### src/rtl/uart_rx_pkg.sv
// Shared types and constants for the oversampling UART receiver path.
package uart_rx_pkg;

  typedef logic [2:0] state_t;

  localparam state_t ST_IDLE  = 3'd0;
  localparam state_t ST_START = 3'd1;
  localparam state_t ST_DATA  = 3'd2;
  localparam state_t ST_PAR   = 3'd3;
  localparam state_t ST_STOP  = 3'd4;
  localparam state_t ST_BRK   = 3'd5;

  localparam int unsigned PAR_NONE = 0;
  localparam int unsigned PAR_EVEN = 1;
  localparam int unsigned PAR_ODD  = 2;

  // Clocks per oversample tick; clamped to 1 so the tick counter stays legal.
  function automatic int unsigned calc_div(input int unsigned clk_freq,
                                           input int unsigned baud,
                                           input int unsigned os);
    int unsigned d;
    d = clk_freq / (baud * os);
    return (d == 0) ? 1 : d;
  endfunction

endpackage

### src/rtl/uart_os_tick_gen.sv
// Oversample tick generator: one-cycle tick every DIV clocks, realignable by clr.
module uart_os_tick_gen #(
  parameter int unsigned DIV = 13
) (
  input  logic clk,
  input  logic rst,
  input  logic clr,
  output logic tick
);

  localparam int unsigned CW = (DIV > 1) ? $clog2(DIV) : 1;
  localparam logic [CW-1:0] LAST = CW'(DIV - 1);

  logic [CW-1:0] cnt_q, cnt_d;

  always_comb begin
    if (clr || (cnt_q == LAST)) cnt_d = '0;
    else                        cnt_d = cnt_q + 1'b1;
  end

  always_ff @(posedge clk or negedge rst) begin
    if (!rst) cnt_q <= '0;
    else      cnt_q <= cnt_d;
  end

  assign tick = (cnt_q == LAST) && !clr;

endmodule

### src/rtl/uart_rx_oversample.sv
// Oversampling 8N1 UART receiver with mid-bit majority vote, false-start rejection,
// optional parity and framing-error / break handling.
module uart_rx_oversample
  import uart_rx_pkg::*;
#(
  parameter int unsigned CLK_FREQ   = 1000000,
  parameter int unsigned BAUD       = 9600,
  parameter int unsigned OVERSAMPLE = 8,
  parameter int unsigned PARITY     = 0
) (
  input  logic       clk,
  input  logic       rst,
  input  logic       rx,
  output logic [7:0] doutrx,
  output logic       donerx,
  output logic       perr,
  output logic       ferr,
  output logic       busy
);

  localparam int unsigned DIV = calc_div(CLK_FREQ, BAUD, OVERSAMPLE);
  localparam int unsigned SW  = $clog2(OVERSAMPLE);
  localparam logic [SW-1:0] S_A    = SW'(OVERSAMPLE / 2 - 1);
  localparam logic [SW-1:0] S_B    = SW'(OVERSAMPLE / 2);
  localparam logic [SW-1:0] S_VOTE = SW'(OVERSAMPLE / 2 + 1);
  localparam logic [SW-1:0] S_LAST = SW'(OVERSAMPLE - 1);

  logic          rx_meta_q, rx_sync_q, rx_prev_q;
  state_t        state_q, state_d;
  logic [SW-1:0] s_q, s_d;
  logic [2:0]    bit_q, bit_d;
  logic [7:0]    shift_q, shift_d, doutrx_q, doutrx_d;
  logic          samp_a_q, samp_a_d, samp_b_q, samp_b_d;
  logic          par_err_q, par_err_d;
  logic          donerx_q, donerx_d, perr_q, perr_d, ferr_q, ferr_d, busy_q, busy_d;
  logic          fall, start_clr, tick, vote, at_vote, at_end, par_exp;

  always_ff @(posedge clk or negedge rst) begin
    if (!rst) begin
      rx_meta_q <= 1'b1;
      rx_sync_q <= 1'b1;
      rx_prev_q <= 1'b1;
    end else begin
      rx_meta_q <= rx;
      rx_sync_q <= rx_meta_q;
      rx_prev_q <= rx_sync_q;
    end
  end

  assign fall      = rx_prev_q & ~rx_sync_q;
  assign start_clr = (state_q == ST_IDLE) && fall;

  uart_os_tick_gen #(
    .DIV (DIV)
  ) u_tick (
    .clk  (clk),
    .rst  (rst),
    .clr  (start_clr),
    .tick (tick)
  );

  // Third sample is taken live at the vote tick; the first two were latched earlier.
  assign vote    = (samp_a_q & samp_b_q) | (samp_a_q & rx_sync_q) | (samp_b_q & rx_sync_q);
  assign at_vote = tick && (s_q == S_VOTE);
  assign at_end  = tick && (s_q == S_LAST);
  assign par_exp = (PARITY == PAR_ODD) ? ~(^shift_q) : (^shift_q);

  always_comb begin
    state_d   = state_q;
    s_d       = s_q;
    bit_d     = bit_q;
    shift_d   = shift_q;
    samp_a_d  = samp_a_q;
    samp_b_d  = samp_b_q;
    par_err_d = par_err_q;
    doutrx_d  = doutrx_q;
    donerx_d  = 1'b0;
    perr_d    = 1'b0;
    ferr_d    = 1'b0;

    if (start_clr)  s_d = '0;
    else if (tick)  s_d = (s_q == S_LAST) ? '0 : s_q + 1'b1;
    if (tick && (s_q == S_A)) samp_a_d = rx_sync_q;
    if (tick && (s_q == S_B)) samp_b_d = rx_sync_q;

    case (state_q)
      ST_IDLE: begin
        if (fall) begin
          state_d   = ST_START;
          bit_d     = '0;
          par_err_d = 1'b0;
        end
      end
      ST_START: begin
        if (at_vote && vote) state_d = ST_IDLE;
        else if (at_end)     state_d = ST_DATA;
      end
      ST_DATA: begin
        if (at_vote) shift_d = {vote, shift_q[7:1]};
        if (at_end) begin
          bit_d = bit_q + 3'd1;
          if (bit_q == 3'd7) state_d = (PARITY != PAR_NONE) ? ST_PAR : ST_STOP;
        end
      end
      ST_PAR: begin
        if (at_vote) par_err_d = (vote != par_exp);
        if (at_end)  state_d = ST_STOP;
      end
      ST_STOP: begin
        // Decide at the stop vote so a new start edge can be caught mid stop bit.
        if (at_vote) begin
          if (vote) begin
            doutrx_d = shift_q;
            donerx_d = 1'b1;
            perr_d   = par_err_q;
            state_d  = ST_IDLE;
          end else begin
            ferr_d  = 1'b1;
            state_d = ST_BRK;
          end
        end
      end
      ST_BRK: begin
        if (rx_sync_q) state_d = ST_IDLE;
      end
      default: state_d = ST_IDLE;
    endcase

    busy_d = (state_q != ST_IDLE) || (state_d != ST_IDLE);
  end

  always_ff @(posedge clk or negedge rst) begin
    if (!rst) begin
      state_q   <= ST_IDLE;
      s_q       <= '0;
      bit_q     <= '0;
      shift_q   <= '0;
      samp_a_q  <= 1'b0;
      samp_b_q  <= 1'b0;
      par_err_q <= 1'b0;
      doutrx_q  <= '0;
      donerx_q  <= 1'b0;
      perr_q    <= 1'b0;
      ferr_q    <= 1'b0;
      busy_q    <= 1'b0;
    end else begin
      state_q   <= state_d;
      s_q       <= s_d;
      bit_q     <= bit_d;
      shift_q   <= shift_d;
      samp_a_q  <= samp_a_d;
      samp_b_q  <= samp_b_d;
      par_err_q <= par_err_d;
      doutrx_q  <= doutrx_d;
      donerx_q  <= donerx_d;
      perr_q    <= perr_d;
      ferr_q    <= ferr_d;
      busy_q    <= busy_d;
    end
  end

  assign doutrx = doutrx_q;
  assign donerx = donerx_q;
  assign perr   = perr_q;
  assign ferr   = ferr_q;
  assign busy   = busy_q;

endmodule

### config.mk
export PLATFORM = sky130hd
export DESIGN_NAME = uart_rx_oversample
export DESIGN_NICKNAME = d
export VERILOG_FILES = /design/src/rtl/uart_rx_pkg.sv /design/src/rtl/uart_os_tick_gen.sv /design/src/rtl/uart_rx_oversample.sv
export SDC_FILE = /design/constraint.sdc
export NUM_CORES = 1
export LEC_CHECK = 0
export BUFFER_PORTS_ARGS = -buffer_cell sky130_fd_sc_hd__buf_2
export CORE_ASPECT_RATIO = 1.4
export CORE_MARGIN = 2
export CORE_UTILIZATION = 45
export CTS_CLUSTER_DIAMETER = 40
export DETAILED_ROUTE_END_ITERATION = 8
export GPL_TIMING_DRIVEN = 0
export HOLD_SLACK_MARGIN = 0.08
export PLACE_DENSITY = 0.64
export SLEW_MARGIN = 20
export SYNTH_ARGS = -nofsm -noshare
export SYNTH_HDL_FRONTEND = slang
export SYNTH_SLANG_ARGS = --single-unit
export TNS_END_PERCENT = 5
### constraint.sdc
create_clock -name clk -period 6 [get_ports clk]
set_clock_uncertainty 0.2 [all_clocks]
set_input_delay 0.9 -clock clk [delete_from_list [all_inputs] [get_ports clk]]
set_output_delay 0.9 -clock clk [all_outputs]
set_load 0.01 [all_outputs]
# Word-level counts from Yosys, hierarchy flattened
# Index checks and enable logic that the tools add are counted.
# word_totals
reg_bits	39
latchBits	0
mem_bits_rw	0
mem_bits_ro	0
out_inout_bits	12
elab_cells	91
memories	0
# classes
add_sub_neg	3
multipliers	0
div_mod_pow	0
magnitude_cmp	0
n_eq_ne	15
n_shift	0
n_mux	29
n_bitwise	7
reduce_logical	21
# op_table
op	n
$mux 3	14
$eq 3x3->1 const B	6
$pmux 3 s6	1
$mux 1	11
$eq 3x2->1 const B	3
$reduce_and 3->1	3
$reduce_xor 8->1	1
$logic_and 1x1->1	7
$add 3x1->3 const B	2
$ne 2x2->1 const B	3
$pmux 3 s2	1
$reduce_bool 2->1	3
$reduce_bool 3->1	2
$add 4x1->4 const B	1
$and 1x1->1	4
$eq 4x4->1 const B	1
$mux 4	1
$eq 3x1->1 const B	1
$logic_not 3->1	1
$logic_or 1x1->1	2
$or 1x1->1	2
$pmux 1 s2	1
$reduce_and 2->1	1
$logic_not 1->1	1
other kinds (2)	2

# Logic depth before layout (Yosys ltp)
# logic_depth
depth_word	11
depth_mapped	7

# Hierarchy
# A second synthesis with hierarchy kept.
# unflattened
hier_cells	151
area_unflattened_um2	1859.3
# modules_own_cells
module	n_inst	cells_each	area_per_inst_um2	seq_area_each_um2
uart_rx_oversample	1	132	1650.3	879.6
uart_os_tick_gen	1	19	209.0	100.1

# Worst setup path before layout
# No wires, ideal clock.
# synth_timing
kind	reg2reg
from	reg u_tick.cnt_q[0]
to	reg shift_q[0]
setup_time_ns	0.125
arrival_time_ns	1.646
setup_slack_ns	4.029
stages_incl_launch_ff	7
n_path_buf	0
period_less_slack_ns	1.971
cell_sequence	dfrtp_1 > inv_1 > ha_1 > and3_4 > nand3_2 > nor3_4 > mux2_2
# synth_via
elab_chain_cells	4
# synth_lines
item	line_no	text
from (decl)	uart_os_tick_gen.sv:14	logic [CW-1:0] cnt_q, cnt_d;
from (signal assigned)	uart_os_tick_gen.sv:23	else cnt_q <= cnt_d;
$eq 4x4->1	uart_os_tick_gen.sv:26	assign tick = (cnt_q == LAST) && !clr;
$logic_and 1x1->1	uart_os_tick_gen.sv:26	
$logic_and 1x1->1	uart_rx_oversample.sv:64	assign at_vote = tick && (s_q == S_VOTE);
$reduce_and 2->1 (no line)	--	
to (signal assigned)	uart_rx_oversample.sv:150	shift_q <= shift_d;
to (decl)	uart_rx_oversample.sv:32	logic [7:0] shift_q, shift_d, doutrx_q, doutrx_d;
# Every way passes these cells.
# A chain may end at the register's enable or synchronous reset.

# Final worst setup path
# layout_timing
from	reg s_q[0]
to	reg bit_q[1]
# layout_via
elab_chain_cells	4
# layout_lines
item	line_no	text
from (decl)	uart_rx_oversample.sv:30	logic [SW-1:0] s_q, s_d;
from (signal assigned)	uart_rx_oversample.sv:135	s_q <= '0;
from (signal assigned)	uart_rx_oversample.sv:148	s_q <= s_d;
$eq 3x3->1	uart_rx_oversample.sv:65	assign at_end = tick && (s_q == S_LAST);
$logic_and 1x1->1	uart_rx_oversample.sv:65	
$ne 2x2->1 (no line)	--	
$reduce_and 3->1 (no line)	--	
to (signal assigned)	uart_rx_oversample.sv:149	bit_q <= bit_d;
to (decl)	uart_rx_oversample.sv:31	logic [2:0] bit_q, bit_d;
# Every way passes these cells.

==> results.json <==
{
  "required_ns": 5.95,
  "postSynth.asyncResetShare_pct": 100,
  "cp_slowest_cell": "nor3b_1",
  "avgSynthCellArea_um2": 12.7,
  "final_common_cell": "dfrtp_1",
  "rsz0062_at_grt": "false",
  "cts-resized-gates": 0,
  "synth_edf_count": 0,
  "root_buffer": "clkbuf_8",
  "relSlewSlack_pct": 42.3,
  "ys_top_cells_by_area": "dfrtp_1 49%, mux2_4 6.6%, ha_1 6.1%, mux2_2 6.1%, dfstp_2 4.3%",
  "power_leakage_nw": 1.05,
  "grt_pass1_wl_um": 5110,
  "cts_tree": "done",
  "synth_nets": 156,
  "drv_slew": 0,
  "nNetsFinal": 177,
  "ant_nets": 0,
  "clockBufferDepth": 2,
  "fmax_mhz": 459,
  "area_delta_synth_final_pct": 13.2,
  "crit_top_cell": "ha_1",
  "ys_seq_area_share_pct": 53.4,
  "cts_hold_buf": 0,
  "coreArea_um2": 3920,
  "crit_chain": "ha_1 -> ha_1 -> and4_1 -> nor3b_1 -> o21ai_0",
  "grt_max_degree": 40,
  "drt_pass1_iterations": 4,
  "gp_congestion": 0.777,
  "initial_core_util_pct": 46.8,
  "hold_viol": 0,
  "worstPathMaxFanout": 5,
  "drive_above_1_share_pct": 29.5,
  "crit_path_max_incr_delay_ns": 0.51,
  "status": "finished clean",
  "register_area_um2": 980,
  "layout_common_cells": "36 x dfrtp_1, 14 x buf_2, 11 x nand2_1",
  "cts-htree-levels": 2,
  "setup_violations": 0,
  "netlist_instances": 144,
  "grt_antenna_before_repair": 0,
  "die_y_um": 79.5,
  "hpwl_um": 2160,
  "utilization_pct": 52.9,
  "grt_overflow": 0,
  "fp-row-count": 27,
  "cts_buffers": 5,
  "syn_area_um2": 1830,
  "period_minus_slack_ns": 2.18,
  "hold_path.class": "flip-flop to flip-flop",
  "setup_tns_ns": 0,
  "power.density_nw_per_um2": 305,
  "synthFlopType": "dfrtp_1",
  "ys_seq_elements": 39,
  "n_fill_cell": 335,
  "critical_path_class": "flip-flop to flip-flop",
  "drt_iter0_drc": 41,
  "drc": 0,
  "vias_per_cell": 5.33,
  "pin_count": 15,
  "cts.sinks": 39,
  "peakVddDrop_mv": 0.207,
  "multi_input_area_um2": 805,
  "grtUsageTotal_pct": 15.0,
  "cp.arrival_ns": 2.12,
  "wl_per_cell_um": 14.2,
  "die_w_um": 57.9,
  "startpoint_type": "flip-flop",
  "worst_pin_slew_ns": 0.865,
  "yosysWarnings": 0,
  "antenna_cells": 0,
  "vias": 1115,
  "yosys.area.top_type": "dfrtp_1",
  "synth_cell_types": 38,
  "path_clk_slew_ns": 0.07,
  "grt_pass1_vias": 1142,
  "cap_viol_max_count": 0,
  "clock_latency_ns": 0.29,
  "post-cts-setup-buffers": 0,
  "io_buffers": 14,
  "end_kind": "flip-flop",
  "yosys.area.top_type_share_pct": 49.1,
  "die-area_um2": 4610,
  "fin_crit_sh_pct": 36.3,
  "wl_um": 2980
}
## synth_stat cells, types with 2 or more instances
library cell  count
inv_1             7
a21oi_1           5
nand3_1           3
nand2_1          11
ha_1              9
nand3b_1          2
nand2b_1          2
nor2_1            8
mux2_4            8
mux2_2           10
dfstp_2           3
o211ai_1          2
o21ai_0           3
nor3_1            3
clkbuf_1          3
nor3b_1           2
dfrtp_1          36
xnor2_1           7
## worst max-delay path, delay by kind of cell, from the launching register on
family | cells | cell delay, ns
compound gates | 1 | 0.19
fa+ha+maj | 2 | 0.40
flops | 1 | 0.43
simple gates | 2 | 0.82
## final timing paths
path / startpoint / endpoint / slack [ns] / cells past startpoint
min reg2reg: rx_meta_q / rx_sync_q / 0.16 / 0
max: s_q[0] / bit_q[1] / 3.82 / 5
max reg2reg: s_q[0] / bit_q[1] / 3.82 / 5
min: rx_meta_q / rx_sync_q / 0.16 / 0
min in group asynchronous: rst / s_q[2] / 0.52 / 1
max in group asynchronous: rst / busy / 4.54 / 1
## layer usage
layer / wire, um / track usage (%) / share of wire, % / vias to the layer above
li1: - / - / - / 540
met1: 1210 / 14.9 / 40 / 550
met2: 1630 / 28.2 / 55 / 21
met3: 95 / 4.38 / 3.2 / 4
met4: 43 / 6.28 / 1.4 / 0
met5: 0 / 0 / 0 / -
## where the power goes
part           internal [mW]  total (mW)  switching [mW]  leakage [nW]
combinational         0.0409      0.0923          0.0514         0.471
clock                  0.134       0.224          0.0892        0.0612
sequential             0.289       0.317          0.0279         0.517
## registers in the layout, summed over array words and instances, names as in the netlist, 3 cells and up
signal / cells
bit_q: 3
doutrx: 8
s_q: 3
shift_q: 8
state_q: 3
u_tick.cnt_q: 4
## area by class of cell
cell class,instances,share of cell area [%]
multi-input cells,94,38.8
well taps,43,2.59
inverters,7,1.27
flip-flops and latches,39,47.2
repair buffers,14,3.38
clock inverters,2,1.69
plain buffers,4,1.09
clock buffers,6,3.98
## per-stage QoR
step / setup WS, ns / total power [mW] / cell area, um^2 / cells / hold WS, ns
CTS: 3.80 / 0.644 / 2070 / 209 / 0.160
detailed placement: 3.82 / 0.417 / 1960 / 201 / 0.149
global route: 3.65 / 0.672 / 2070 / 209 / 0.164
finish: 3.82 / 0.633 / 2070 / 209 / 0.158
global placement: 3.89 / 0.406 / 1960 / 201 / 0.147
floorplan: 4.03 / 0.388 / 1830 / 144 / 0.145
## cell families after synthesis
group	synth area share (%)
buf+inv	2.66
flops	53.4
xor+xnor	5.05
mux	13.2
simple gates	14.0
fa+ha+maj	6.89
compound gates	4.71
Note: power is estimated with default switching activity, not from simulation.
